`config.mk`:
```
export PLATFORM = sky130hd
export DESIGN_NAME = qkd_key_serializer
export DESIGN_NICKNAME = d
export VERILOG_FILES = /design/src/rtl/qkd_pkg.sv /design/src/rtl/qkd_key_fifo.sv /design/src/rtl/qkd_key_serializer.sv
export SDC_FILE = /design/constraint.sdc
export NUM_CORES = 1
export LEC_CHECK = 0
export CAP_MARGIN = 20
export CORE_MARGIN = 3
export CORE_UTILIZATION = 55
export DETAILED_ROUTE_END_ITERATION = 8
export PLACE_DENSITY = 0.74
export SETUP_SLACK_MARGIN = 0.4
export SYNTH_ARGS = -nofsm -noshare
export SYNTH_HDL_FRONTEND = slang
export SYNTH_HIERARCHICAL = 1
export SYNTH_SLANG_ARGS = --single-unit
```
`constraint.sdc`:
```
create_clock -name clk -period 9.9 [get_ports clk]
set_input_delay 1.98 -clock clk [delete_from_list [all_inputs] [get_ports clk]]
set_output_delay 1.98 -clock clk [all_outputs]
set_load 0.01 [all_outputs]
```
`src/rtl/qkd_pkg.sv`:
```
// ---------------------------------------------------------------------------
// qkd_pkg
// Shared constants, FSM state type and CRC-8 helper for the QKD key
// serializer slice (qkd_key_fifo, qkd_key_serializer).
//   KEY_W / BYTE_W   default key and output byte widths
//   BYTES_PER_KEY    bytes per key frame (without optional CRC trailer)
//   state_e          serializer FSM states
//   CRC8_POLY        CRC-8 polynomial used when QKD_KEY_CRC_EN is defined
// ---------------------------------------------------------------------------
package qkd_pkg;

   localparam int KEY_W         = 128;
   localparam int BYTE_W        = 8;
   localparam int BYTES_PER_KEY = KEY_W / BYTE_W;

   typedef enum logic {
      IDLE = 1'b0,
      SEND = 1'b1
   } state_e;

   localparam logic [7:0] CRC8_POLY = 8'h07;

   // One byte of CRC-8, MSB-first, no reflection.
   function automatic logic [7:0] crc8_byte(input logic [7:0] crc,
                                            input logic [7:0] data);
      logic [7:0] c;
      c = crc ^ data;
      for (int i = 0; i < 8; i++) begin
         c = c[7] ? ((c << 1) ^ CRC8_POLY) : (c << 1);
      end
      return c;
   endfunction

endpackage

```
`src/rtl/qkd_key_fifo.sv`:
```
// ---------------------------------------------------------------------------
// qkd_key_fifo
// Key-wide circular FIFO with registered count and registered not-full flag.
// Write is synchronous, read data is the current head (show-ahead).
// Ports:
//   clk, rst           clock, asynchronous active-low reset
//   i_wr_en, i_wr_data push a key (caller guarantees !full)
//   i_rd_en            pop the head (caller guarantees !empty)
//   o_rd_data          head entry
//   o_empty            no entries
//   o_not_full         registered !full; 0 while in reset
//   o_count            number of entries
// ---------------------------------------------------------------------------
module qkd_key_fifo #(
   parameter int W     = 128,
   parameter int DEPTH = 2
) (
   input  logic                       clk,
   input  logic                       rst,
   input  logic                       i_wr_en,
   input  logic [W-1:0]               i_wr_data,
   input  logic                       i_rd_en,
   output logic [W-1:0]               o_rd_data,
   output logic                       o_empty,
   output logic                       o_not_full,
   output logic [$clog2(DEPTH):0]     o_count
);

   localparam int AW = $clog2(DEPTH);
   localparam int CW = AW + 1;

   logic [W-1:0]  r_mem [DEPTH];
   logic [AW-1:0] r_wr_ptr;
   logic [AW-1:0] r_rd_ptr;
   logic [CW-1:0] r_count;
   logic          r_not_full;
   logic [CW-1:0] w_count_nxt;

   always_comb begin
      w_count_nxt = r_count;
      if (i_wr_en && !i_rd_en) begin
         w_count_nxt = r_count + 1'b1;
      end else if (!i_wr_en && i_rd_en) begin
         w_count_nxt = r_count - 1'b1;
      end
   end

   always_ff @(posedge clk) begin
      if (i_wr_en) begin
         r_mem[r_wr_ptr] <= i_wr_data;
      end
   end

   // Pointers wrap naturally because DEPTH is a power of two.
   always_ff @(posedge clk or negedge rst) begin
      if (!rst) begin
         r_wr_ptr   <= '0;
         r_rd_ptr   <= '0;
         r_count    <= '0;
         r_not_full <= 1'b0;
      end else begin
         if (i_wr_en) r_wr_ptr <= r_wr_ptr + 1'b1;
         if (i_rd_en) r_rd_ptr <= r_rd_ptr + 1'b1;
         r_count    <= w_count_nxt;
         r_not_full <= (w_count_nxt != CW'(DEPTH));
      end
   end

   assign o_rd_data  = r_mem[r_rd_ptr];
   assign o_empty    = (r_count == '0);
   assign o_not_full = r_not_full;
   assign o_count    = r_count;

endmodule

```
`src/rtl/qkd_key_serializer.sv`:
```
// ---------------------------------------------------------------------------
// qkd_key_serializer
// Buffers completed final keys (FIFO_DEPTH entries plus the key being
// streamed) and emits each one MSB-first as a byte frame with a per-key ID.
// Build option: QKD_KEY_CRC_EN appends a CRC-8 (poly 0x07, init 0) trailer
// byte; out_last then marks the trailer and the frame is one byte longer.
//
// Handshakes: a transfer happens on a rising edge where valid && ready are
// both high; once out_valid is raised, out_data/out_last/out_key_id hold
// until accepted and out_valid does not drop before acceptance.
//
// Ports:
//   clk, rst        clock, asynchronous active-low reset
//   key_in/valid    incoming key; key_ready = FIFO not full (registered)
//   out_data/valid/ready/last  byte stream to the key consumer
//   out_key_id      ID of the frame being streamed
//   zero_key_drop   pulse: an all-zero key was accepted and discarded
//   fifo_count      keys buffered, excluding the key being streamed
//   dbg_state       FSM state
// ---------------------------------------------------------------------------
module qkd_key_serializer
   import qkd_pkg::*;
#(
   parameter int KEY_W      = qkd_pkg::KEY_W,
   parameter int BYTE_W     = qkd_pkg::BYTE_W,
   parameter int FIFO_DEPTH = 2,
   parameter int ID_W       = 16
) (
   input  logic                          clk,
   input  logic                          rst,
   input  logic [KEY_W-1:0]              key_in,
   input  logic                          key_valid,
   output logic                          key_ready,
   output logic [BYTE_W-1:0]             out_data,
   output logic                          out_valid,
   input  logic                          out_ready,
   output logic                          out_last,
   output logic [ID_W-1:0]               out_key_id,
   output logic                          zero_key_drop,
   output logic [$clog2(FIFO_DEPTH):0]   fifo_count,
   output state_e                        dbg_state
);

   localparam int N_KEY_BYTES = KEY_W / BYTE_W;
`ifdef QKD_KEY_CRC_EN
   localparam int N_FRAME = N_KEY_BYTES + 1;
`else
   localparam int N_FRAME = N_KEY_BYTES;
`endif
   localparam int CNT_W = $clog2(N_FRAME);

   state_e              r_state;
   logic [KEY_W-1:0]    r_shift;
   logic [CNT_W-1:0]    r_cnt;
   logic [ID_W-1:0]     r_id;
   logic                r_valid;
   logic                r_last;
   logic                r_zero_drop;
`ifdef QKD_KEY_CRC_EN
   logic [7:0]          r_crc;
`endif

   logic                w_accept;
   logic                w_zero;
   logic                w_wr;
   logic                w_byte_acc;
   logic                w_frame_end;
   logic                w_pop;
   logic                w_fifo_empty;
   logic [KEY_W-1:0]    w_fifo_rd_data;

   assign w_accept    = key_valid && key_ready;
   assign w_zero      = (key_in == '0);
   assign w_wr        = w_accept && !w_zero;
   assign w_byte_acc  = r_valid && out_ready;
   assign w_frame_end = w_byte_acc && r_last;
   // Pop when idle, or right as the last byte leaves so frames run back to back.
   assign w_pop       = !w_fifo_empty && ((r_state == IDLE) || w_frame_end);

   qkd_key_fifo #(
      .W     (KEY_W),
      .DEPTH (FIFO_DEPTH)
   ) u_fifo (
      .clk        (clk),
      .rst        (rst),
      .i_wr_en    (w_wr),
      .i_wr_data  (key_in),
      .i_rd_en    (w_pop),
      .o_rd_data  (w_fifo_rd_data),
      .o_empty    (w_fifo_empty),
      .o_not_full (key_ready),
      .o_count    (fifo_count)
   );

   always_ff @(posedge clk or negedge rst) begin
      if (!rst) begin
         r_state     <= IDLE;
         r_shift     <= '0;
         r_cnt       <= '0;
         r_id        <= '0;
         r_valid     <= 1'b0;
         r_last      <= 1'b0;
         r_zero_drop <= 1'b0;
`ifdef QKD_KEY_CRC_EN
         r_crc       <= '0;
`endif
      end else begin
         r_zero_drop <= w_accept && w_zero;
         if (w_frame_end) begin
            r_id <= r_id + 1'b1;
         end
         if (w_pop) begin
            r_shift <= w_fifo_rd_data;
            r_cnt   <= '0;
            r_valid <= 1'b1;
            r_last  <= 1'b0;
            r_state <= SEND;
`ifdef QKD_KEY_CRC_EN
            r_crc   <= '0;
`endif
         end else if (w_frame_end) begin
            r_shift <= '0;
            r_valid <= 1'b0;
            r_last  <= 1'b0;
            r_state <= IDLE;
         end else if (w_byte_acc) begin
            r_shift <= r_shift << BYTE_W;
            r_cnt   <= r_cnt + 1'b1;
            // Byte index N_FRAME-2 is being accepted, so the next one is last.
            r_last  <= (r_cnt == CNT_W'(N_FRAME - 2));
`ifdef QKD_KEY_CRC_EN
            r_crc   <= crc8_byte(r_crc, r_shift[KEY_W-1 -: 8]);
`endif
         end
      end
   end

`ifdef QKD_KEY_CRC_EN
   assign out_data = r_last ? BYTE_W'(r_crc) : r_shift[KEY_W-1 -: BYTE_W];
`else
   assign out_data = r_shift[KEY_W-1 -: BYTE_W];
`endif
   assign out_valid     = r_valid;
   assign out_last      = r_last;
   assign out_key_id    = r_id;
   assign zero_key_drop = r_zero_drop;
   assign dbg_state     = r_state;

endmodule
```
==> results.cfg <==
[run_status]
outcome = finished with violations
failed_checks = DRC

[timing]
period_share_pct = 52.7
grt_setup_unrepaired = false
period_needed_ps = 5220
setup_tns_ps = 0
hold_viol_final = 0
worst_pin_slew_ps = 1010
fmax_mhz = 191
max_slew_margin_pct = 32.4
finalClockSkew_ps = 16.5
drv_slew = 0
finalSetupViolCount = 0

[logic_synthesis]
synth_cell_types = 40
yosysMostFrequentCell = edfxtp_1
async_flop_share_pct = 37.9
seq_area_frac_synth_pct = 71.9
ys_ff_latch = 412
synthCells = 1014
ys_warn_count = 6
netlist_top_cells_count = edfxtp_1 (256), dfrtp_1 (156), inv_1 (130)
syn_avg_cell_area_um2 = 15.9
synth.top_cell.area_share_pct = 47.7
ys_dominant_reg_cell = edfxtp_1
synth.largest_area_cell = edfxtp_1
syn-cell-area_um2 = 16100
ys_top_cells_by_area = edfxtp_1 (48%), dfrtp_1 (24%), mux2_2 (8.9%)
synth_edf_count = 256
synth_nets = 1150

[routing]
vias_per_cell = 6.02
drt-met1-wl_um = 14500
top_layer_used = met4
drt_iter0_drc = 1357
vias = 9503
met3_length_um = 2320
drc_errors = 5
ant_nets = 0
drt-pass1-iter-count = 9
wirelength_um = 34600
wl_met2_um = 17100
detail_route.wl_per_cell_um = 21.9

[clock_network]
root_buffer = clkbuf_16
cts_tree = yes
clk_latency_ps = 520
holdBufCountCts = 0
clk_path_buf_depth = 3
clkSlewWorstSetupHoldPaths_ps = 60
cts_setup_buffers = 0
cts.sinks = 412
cts_made_buffers = 41
post_cts_resize_count = 0
ctsHtreeMaxLevel = 2

[final_layout]
syn2layout_area_growth_pct = 20.5
n_antenna_cell = 0
drive_gt1_share_pct = 17.9
fin_area_um2 = 19400
finalNetCount = 1298

[placement]
post_dp_cell_area_um2 = 17900
portBuffers = 162
dp_hpwl_um = 21300
gp_congestion = 0.786

[critical_path]
end_kind = flop
cp.arrival_ps = 5360
start_kind = input port
worstPathRequired_ps = 10030
regToRegSetupSlack_ps = 6500
crit_fanout = 68
critical_path_class = in2reg

[floorplanning]
die_area_um2 = 31400
placementRows = 62
coreArea_um2 = 28800
pin_count = 163
initial_utilization_pct = 56.0
die_x_um = 177
die_h_um = 177

[power]
ir_drop_mv = 0.136
p_leak_uw = 0.00793
power.density_nw_per_um2 = 280

[global_route]
grt_first_pass_wirelength_um = 53800
grt.total_usage_pct = 22.1
grt_max_degree = 83
antenna_found_initial = 0
grt_pass1_vias = 9485
grt-ovfl-total = 0

[run]
max-cap-violations = 0

[hold_path]
hold_path.class = reg2reg
## sequential cells by signal, indices dropped and copies added, names as in the netlist
register and flops:
out_key_id 16, out_last 1, out_valid 1, r_cnt 4, r_shift 128, u_fifo/o_count 2, u_fifo/o_not_full 1, u_fifo/r_mem 256
u_fifo/r_rd_ptr 1, u_fifo/r_wr_ptr 1, zero_key_drop 1
## final cells by class
cell class / instances / area, µm²
clock buffers: 57 / 1180
clock inverters: 19 / 292
fillers: 1980 / 9360
inverters: 131 / 492
multi-input cells: 403 / 3670
flip-flops and latches: 412 / 11600
well taps: 384 / 480
repair buffers: 173 / 1710
## routing by layer
layer | GRT usage (%) | vias up
met5 | 0 | -
met4 | 6.09 | 0
met3 | 3.41 | 45
met2 | 35.8 | 357
met1 | 31.7 | 4841
li1 | - | 4260
## worst max-delay path, stage by stage
cell	delay (ps)
clkdlybuf4s50_1	450
nor4_1	690
nand4_1	220
or4_1	660
o21ba_2	310
and2_4	380
buf_4	560
## layout by cell type, fill, tap and decap left out, types with 2 or more instances in the layout
| cell type | netlist | final |
|---|---|---|
| clkinv_1 | 0 | 6 |
| a21oi_1 | 4 | 3 |
| edfxtp_1 | 256 | 256 |
| dfrtp_1 | 156 | 155 |
| clkbuf_16 | 0 | 43 |
| buf_4 | 9 | 11 |
| bufinv_16 | 0 | 8 |
| o22ai_1 | 3 | 3 |
| nand2_1 | 29 | 29 |
| nand3_1 | 5 | 5 |
| a22o_1 | 4 | 4 |
| o21ai_0 | 11 | 11 |
| clkbuf_8 | 0 | 5 |
| nor2_1 | 5 | 4 |
| ha_1 | 4 | 4 |
| mux2i_1 | 3 | 2 |
| nand3b_1 | 3 | 3 |
| or4_1 | 2 | 2 |
| inv_1 | 130 | 130 |
| nor3_1 | 4 | 4 |
| a222oi_1 | 120 | 120 |
| nand4_1 | 13 | 13 |
| clkinv_2 | 0 | 4 |
| mux2_2 | 128 | 128 |
| clkdlybuf4s50_1 | 0 | 161 |
| nor4_1 | 32 | 32 |
| clkbuf_1 | 32 | 9 |
| xor2_1 | 7 | 7 |
| xnor2_1 | 12 | 12 |
## worst paths after layout
| check | endpoint | depth (start not counted) | start |
|---|---|---|---|
| worst max-delay path | u_fifo/r_mem[1][112]$_DFFE_PP_ | 7 | key_in[3] |
| min in group asynchronous | r_shift[99]$_DFFE_PN0P_ | 1 | rst |
| max in group asynchronous | u_fifo/r_rd_ptr$_DFFE_PN0P_ | 2 | rst |
| worst min-delay path | out_key_id[15]$_DFFE_PN0P_ | 1 | out_key_id[15]$_DFFE_PN0P_ |
| worst min register to register | out_key_id[15]$_DFFE_PN0P_ | 1 | out_key_id[15]$_DFFE_PN0P_ |
| worst max register to register | u_fifo/o_not_full$_DFF_PN0_ | 7 | out_valid$_DFFE_PN0P_ |
## report_power, final
part	total (µW)	switching, µW	leakage (µW)	internal, µW
Combinational	1210	626	0.00278	584
Sequential	2580	269	0.00442	2310
Clock	1650	611	0.000719	1040
## kinds of logic (layout without fill, tap and decap cells)
group,count (synthesis),in the layout,share of synthesized area [%]
compound gates,146,146,8.47
xor+xnor,19,19,1.03
fa+ha+maj,5,5,0.380
buf+inv,199,380,5.54
flops,412,412,71.9
mux,131,131,9.13
simple gates,102,102,3.53
## per-stage QoR
step	util, %	hold WS [ps]	worst slack, ps	total power, µW	cells
after global routing	67.5	512	4560	5700	1579
after CTS	67.5	472	4730	5480	1579
after detailed placement	62.4	464	4200	3810	1503
after global placement	62.4	460	4200	3760	1503
final	67.5	463	4680	5440	1579
after floorplan	-	453	1010	3460	1014
Power figures use the tool's default switching activity.
